**src/rtl/replication_pkg.sv**
```systemverilog
`default_nettype none
// ----------------------------------------------------------------------------
// replication_pkg: shared types and widths for the replication arbiter slice.
// Rev 1.0
// ----------------------------------------------------------------------------
package replication_pkg;

  localparam int REP_Y_W  = 6;
  localparam int REP_ID_W = 1;

  typedef enum logic [1:0] {
    ST_IDLE = 2'd0,
    ST_CALC = 2'd1,
    ST_OUT  = 2'd2
  } rep_state_t;

endpackage
`default_nettype wire

```
**src/rtl/replication_operator.sv**
```systemverilog
`default_nettype none
// ----------------------------------------------------------------------------
// replication_operator: builds {a, {4{b[0]}}, c[1]} from one operand set.
// Rev 1.0
// ----------------------------------------------------------------------------
module replication_operator
  import replication_pkg::*;
(
  input  logic               a,
  input  logic [1:0]         b,
  input  logic [1:0]         c,
  output logic [REP_Y_W-1:0] y
);

  // b[1] and c[0] do not contribute to the replicated word.
  logic unused_bits;
  assign unused_bits = b[1] ^ c[0];

  assign y = {a, {4{b[0]}}, c[1]};

endmodule
`default_nettype wire

```
**src/rtl/replication_arbiter.sv**
```systemverilog
`default_nettype none
// ----------------------------------------------------------------------------
// replication_arbiter: round-robin share of one replication_operator between
// two valid/ready requesters, with per-requester delivery counters. Rev 1.0
// ----------------------------------------------------------------------------
module replication_arbiter
  import replication_pkg::*;
#(
  parameter int CNT_W = 8
) (
  input  logic               clk,
  input  logic               rst,
  input  logic               req0_valid,
  output logic               req0_ready,
  input  logic               req0_a,
  input  logic [1:0]         req0_b,
  input  logic [1:0]         req0_c,
  input  logic               req1_valid,
  output logic               req1_ready,
  input  logic               req1_a,
  input  logic [1:0]         req1_b,
  input  logic [1:0]         req1_c,
  output logic               out_valid,
  input  logic               out_ready,
  output logic [REP_Y_W-1:0] out_y,
  output logic               out_id,
  output logic [CNT_W-1:0]   cnt0,
  output logic [CNT_W-1:0]   cnt1
);

  rep_state_t            state_q, state_d;
  logic [REP_ID_W-1:0]   last_grant_q;
  logic [REP_ID_W-1:0]   id_q;
  logic [REP_ID_W-1:0]   out_id_q;
  logic                  a_q;
  logic [1:0]            b_q, c_q;
  logic [REP_Y_W-1:0]    y_q, op_y;
  logic                  out_valid_q;
  logic [CNT_W-1:0]      cnt0_q, cnt1_q;
  logic                  grant0, grant1, accept, out_fire;

  // On contention the requester that did not win last time is granted.
  always_comb begin
    grant0 = req0_valid && (!req1_valid || (last_grant_q != '0));
    grant1 = req1_valid && (!req0_valid || (last_grant_q == '0));
  end

  assign req0_ready = (state_q == ST_IDLE) && grant0;
  assign req1_ready = (state_q == ST_IDLE) && grant1;
  assign accept     = req0_ready || req1_ready;
  assign out_fire   = out_valid_q && out_ready;

  always_comb begin
    state_d = state_q;
    case (state_q)
      ST_IDLE: if (accept)   state_d = ST_CALC;
      ST_CALC:               state_d = ST_OUT;
      ST_OUT:  if (out_fire) state_d = ST_IDLE;
      default:               state_d = ST_IDLE;
    endcase
  end

  always_ff @(posedge clk) begin
    if (rst) state_q <= ST_IDLE;
    else     state_q <= state_d;
  end

  replication_operator u_op (
    .a (a_q),
    .b (b_q),
    .c (c_q),
    .y (op_y)
  );

  always_ff @(posedge clk) begin
    if (rst) begin
      last_grant_q <= REP_ID_W'(1);
      id_q         <= '0;
      out_id_q     <= '0;
      a_q          <= 1'b0;
      b_q          <= '0;
      c_q          <= '0;
      y_q          <= '0;
      out_valid_q  <= 1'b0;
      cnt0_q       <= '0;
      cnt1_q       <= '0;
    end else begin
      if (accept) begin
        a_q          <= req1_ready ? req1_a : req0_a;
        b_q          <= req1_ready ? req1_b : req0_b;
        c_q          <= req1_ready ? req1_c : req0_c;
        id_q         <= REP_ID_W'(req1_ready);
        last_grant_q <= REP_ID_W'(req1_ready);
      end
      if (state_q == ST_CALC) begin
        y_q         <= op_y;
        out_id_q    <= id_q;
        out_valid_q <= 1'b1;
      end else if (out_fire) begin
        out_valid_q <= 1'b0;
        if (out_id_q == '0) cnt0_q <= cnt0_q + CNT_W'(1);
        else                cnt1_q <= cnt1_q + CNT_W'(1);
      end
    end
  end

  assign out_valid = out_valid_q;
  assign out_y     = y_q;
  assign out_id    = out_id_q;
  assign cnt0      = cnt0_q;
  assign cnt1      = cnt1_q;

endmodule
`default_nettype wire
```
**config.mk**
```make
export PLATFORM = sky130hd
export DESIGN_NAME = replication_arbiter
export DESIGN_NICKNAME = d
export VERILOG_FILES = /design/src/rtl/replication_pkg.sv /design/src/rtl/replication_operator.sv /design/src/rtl/replication_arbiter.sv
export SDC_FILE = /design/constraint.sdc
export NUM_CORES = 1
export LEC_CHECK = 0
export BUFFER_PORTS_ARGS = -buffer_cell sky130_fd_sc_hd__buf_2
export CORE_ASPECT_RATIO = 1.25
export CORE_MARGIN = 4
export CORE_UTILIZATION = 40
export CTS_CLUSTER_SIZE = 24
export DETAILED_ROUTE_END_ITERATION = 7
export GPL_TIMING_DRIVEN = 0
export PLACE_DENSITY = 0.69
export SLEW_MARGIN = 10
export SYNTH_ARGS = -nofsm -noshare
export SYNTH_HDL_FRONTEND = slang
export SYNTH_SLANG_ARGS = --single-unit
```
**constraint.sdc**
```tcl
create_clock -name clk -period 4.45 [get_ports clk]
set_clock_uncertainty 0.1 [all_clocks]
set_input_delay 0.89 -clock clk [delete_from_list [all_inputs] [get_ports clk]]
set_output_delay 0.89 -clock clk [all_outputs]
set_load 0.05 [all_outputs]
```
# Word-level counts from Yosys, hierarchy flattened
# Index checks and enable logic that the tools add are counted.
[totals] register_bits=32 inputBits=15 output_inout_bits=26 elab_cells=43
[classes] n_addsub=2 eq_ne=4 muxes=8 bitwise_logic=3 reduce_logical=15
[ops] cell="$add A8 B1 Y8 const B" n=2
[ops] cell="$mux W2" n=3
[ops] cell="$pmux W2 S3" n=1
[ops] cell="$reduce_and A3 Y1" n=2
[ops] cell="$logic_and A1 B1 Y1" n=5
[ops] cell="$mux W1" n=4
[ops] cell="$ne A2 B2 Y1 const B" n=2
[ops] cell="$logic_or A1 B1 Y1" n=3
[ops] cell="$not A1 Y1" n=3
[ops] cell="$eq A2 B1 Y1 const B" n=1
[ops] cell="$eq A2 B2 Y1 const B" n=1
[ops] cell="$logic_not A1 Y1" n=2
[ops] cell="$logic_not A2 Y1" n=1
[ops] cell="$reduce_and A2 Y1" n=1
[ops] cell="$reduce_bool A2 Y1" n=1

# Logic depth before layout (Yosys ltp)
[depth] depth_word=7 depth_mapped=6

# By module
# Synthesis repeated with hierarchy kept, for this count alone.
[unflattened] hier_cells=165 hier_area_um2=1453.9
[by_module_without_submodules] mod="replication_arbiter" n_inst=1 cells_each=159 area_each_um2=1408.9
[by_module_without_submodules] mod="replication_operator" n_inst=1 cells_each=6 area_each_um2=45.0

# Least setup slack after synthesis
# Ideal clock, no wire load.
[synth_path] kind="input to output" startpoint="in req1_valid" endpoint="out req0_ready" arrival_ns=1.515 slack_ns=1.945 stages=3 n_path_buf=0 path_cell_list="nand2b_1 -> nand3_1 -> inv_1"
[synth_between] elab_chain_cells=4
[synth_lines] element="start, declared" line="replication_arbiter.sv:18" text="input logic req1_valid,"
[synth_lines] element="$logic_not A1 Y1" line="replication_arbiter.sv:44" text="grant0 = req0_valid && (!req1_valid || (last_grant_q != '0));"
[synth_lines] element="$logic_or A1 B1 Y1" line="replication_arbiter.sv:44"
[synth_lines] element="$logic_and A1 B1 Y1" line="replication_arbiter.sv:44"
[synth_lines] element="$logic_and A1 B1 Y1" line="replication_arbiter.sv:48" text="assign req0_ready = (state_q == ST_IDLE) && grant0;"
[synth_lines] element="end, declared" line="replication_arbiter.sv:14" text="output logic req0_ready,"
# No other way between the ends.

# Worst setup path in the final report
[layout_path] startpoint="in req0_valid" endpoint="out req1_ready"
[layout_between] elab_chain_cells=4
[layout_lines] element="start, declared" line="replication_arbiter.sv:13" text="input logic req0_valid,"
[layout_lines] element="$logic_not A1 Y1" line="replication_arbiter.sv:45" text="grant1 = req1_valid && (!req0_valid || (last_grant_q == '0));"
[layout_lines] element="$logic_or A1 B1 Y1" line="replication_arbiter.sv:45"
[layout_lines] element="$logic_and A1 B1 Y1" line="replication_arbiter.sv:45"
[layout_lines] element="$logic_and A1 B1 Y1" line="replication_arbiter.sv:49" text="assign req1_ready = (state_q == ST_IDLE) && grant1;"
[layout_lines] element="end, declared" line="replication_arbiter.sv:19" text="output logic req1_ready,"
# No other way between the ends.

==> results.md <==
* Initial antenna violation count at 0
* Clk_lat worst skew at 0.27 ns
* IO Count at 41
* Resized Gates After CTS at 0
* Primary FF master, synth: dfxtp_1
* Least-Margin Pin Slew at 0.492 ns
* Routability Congestion at 0.708
* Clock tree sinks at 28
* Mux cell area share after synthesis at 0.0553
* Post-Syn Nets at 157
* Final ANT Viol Nets at 0
* Die H at 72.0 um
* Die X at 59.2 um
* Most frequent cells in the layout: 36 x buf_2, 28 x dfxtp_1, 20 x nor2_1
* Ant diodes at 0
* Most common cell after layout, fill and taps aside: buf_2
* DR pass1 iterations at 4
* Largest net degree at the start of global routing at 16
* Compound-Gate Fraction of Synth Area at 0.0562
* Total gr overflow at 0
* Num CTS Buffers at 3
* Setup ws final at 1.75 ns
* Max Cap Violations at 0
* Post-Synth Simple-Gate Area at 0.305
* Largest family of logic cells by synthesized area: simple AND/OR/NAND/NOR gates
* Vias per cell at 4.97
* Area of the multi-input gates at 677 um^2
* Nets at 198
* Clock power frac at 0.301
* Register bit total from synthesis at 28
* FILL cells at 325
* Total setup buffers inserted after CTS at 0
* Tmin final at 2.70 ns
* DRT Wirelength at 2.70 mm
* Switch share at 0.283
* Max-slew violation count at 0
* # hold bufs at CTS at 0
* Period utilisation layout at 0.608
* Number of port buffers at 36
* Total Power at 516 uW
* HPWL Detailed at 2.10 mm
* First-pass GRT wire length at 4.57 mm
* Pleak at 0.690 nW
* CP Max Fanout at 9
* Rows at 23
* Drc violations at 0
* Post-synthesis xor/xnor area fraction at 0.0801
* Synth cell types at 29
* R2R depth at 3
* Post-synthesis to final-layout area growth at 21.4%
* Clk buf depth at 2
* Cell count after synthesis at 140
* DR WL/cell at 12.4 um
* Worst Path Required at 3.46 ns
* Core area at 0.00319 mm^2
* Startpoint type of the worst setup path: primary input
* Post-synth EDFFs at 0
* CP Class: in2out
* Ys async rst share at 0
* Die Area at 0.00427 mm^2
* H-tree Lvls at 1
* Internal power at 370 uW
* CTS tree: done
* NetSw at 146 uW
* 1st-iter DRT viols at 23
* RSZ-0062 raised after global routing: no
* Maximum VDD drop at 0.196 mV
* Root Driver: clkbuf_8
* Adder-cell area share of the yosys netlist at 0.0191
* Setup-failing EPs final at 0
* Syn avg cell area at 9.38 um^2
* Vias in the first global route at 1073
* YS warnings at 0
* Gate power share at 0.176
* Share of layout cells above drive strength 1 at 0.300
* Hold depth at 2
* Setup_tns at 0 ns
* Fmax at 370 MHz
* Initial core utilization at 0.411
* Status: finished clean
* Final Hold Violating Endpoints at 0
* Pre-CTS WS at 1.76 ns
* Post-synthesis sequential area ratio at 0.427
* CP endpoint kind: output pin
* P per Cell Area at 324 mW/mm^2
* CTS clk-pin slew, worst paths at 0.09 ns
* Min-Delay Path Class: reg2reg
* WP data arrival at 1.71 ns
* Sequential share of power at 0.522
* Routed via count at 1078
* Register area at 561 um^2
* Mapped Area at 0.00131 mm^2
* Tot GR Track Use at 0.135
* Slew margin rel. at 0.672
==> power groups by stage <==
stage | sequential [mW] | clock (mW) | combinational, mW
3_5_place_dp | 0.275 | 0 | 0.0912
3_3_place_gp | 0.275 | 0 | 0.0887
6_report | 0.270 | 0.155 | 0.0910
2_1_floorplan | 0.285 | 0 | 0.0592
5_1_grt | 0.272 | 0.170 | 0.0993
4_1_cts | 0.270 | 0.160 | 0.0915
==> layout make-up <==
cell class | instances | area share
Buffer | 9 | 0.0424
Clock buffer | 4 | 0.0345
Inverter | 2 | 0.00471
Multi-Input combinational cell | 101 | 0.425
Sequential cell | 28 | 0.352
Tap cell | 37 | 0.0290
Timing Repair Buffer | 36 | 0.113
==> synthesized netlist by cell type (2+ instances only) <==
cell type | count | share of area
nand2_1 | 13 | 0.037
buf_4 | 3 | 0.017
nor4_4 | 4 | 0.065
nor2_1 | 20 | 0.057
dfxtp_1 | 28 | 0.43
nand2b_1 | 3 | 0.014
inv_1 | 2 | 0.0057
nand3b_1 | 2 | 0.011
nor2b_1 | 3 | 0.014
mux2_2 | 2 | 0.017
nand3_1 | 5 | 0.019
ha_1 | 2 | 0.019
mux2i_1 | 5 | 0.038
xnor2_1 | 11 | 0.073
nor3_1 | 3 | 0.011
nor4b_1 | 4 | 0.027
and3_1 | 2 | 0.0095
clkbuf_1 | 2 | 0.0057
a211oi_1 | 3 | 0.017
nor4_1 | 2 | 0.0095
nand4_1 | 3 | 0.014
buf_6 | 3 | 0.026
a21oi_1 | 9 | 0.034
==> cell families (layout without fill, tap and decap cells) <==
kind of cell / count (synthesis) / count (layout)
AND/OR/NAND/NOR: 67 / 67
XOR/XNOR: 12 / 12
AO/OA/AOI/OAI: 13 / 13
adder cells (fa/ha/maj): 2 / 2
buffers and inverters: 11 / 51
flip-flops: 28 / 28
multiplexers: 7 / 7
==> stage by stage <==
step           instance area (um^2)  hold WS (ns)  utilization  instances
6_report                       1590         0.355        0.499        217
5_1_grt                        1590         0.383        0.499        217
4_1_cts                        1590         0.365        0.499        217
3_5_place_dp                   1540         0.350        0.482        213
3_3_place_gp                   1540         0.340        0.482        213
2_1_floorplan                  1310         0.332            -        140
==> worst max-delay path, cell delays in order <==
cell     delay [ns]
buf_2          0.11
nand2_1        0.07
nand3_1        0.26
inv_1          0.12
buf_2          0.26
==> flip-flops by register name, indices dropped and copies added (netlist names) <==
name	cells
a_q	1
b_q	1
c_q	1
cnt0	8
cnt1	8
id_q	1
last_grant_q	1
out_id	1
out_valid	1
out_y	3
state_q	2
==> path summary, 6_finish.rpt <==
path	startpoint	to	slack [ns]
setup / recovery	req0_valid	req1_ready	1.75
hold / removal	id_q$_SDFFE_PP0P_	out_id$_SDFFE_PP0P_	0.36
setup reg to reg	out_id$_SDFFE_PP0P_	cnt1[7]$_SDFFE_PP0P_	2.92
hold reg to reg	id_q$_SDFFE_PP0P_	out_id$_SDFFE_PP0P_	0.36
==> layer usage <==
| metal | vias to the layer above | part of all wire | GRT usage |
|---|---|---|---|
| met5 | - | 0 | 0 |
| li1 | 556 | - | - |
| met2 | 24 | 0.50 | 0.243 |
| met1 | 496 | 0.44 | 0.160 |
| met4 | 0 | 0.0052 | 0.0378 |
| met3 | 2 | 0.054 | 0.0231 |
(Power assumes the default switching activity.)
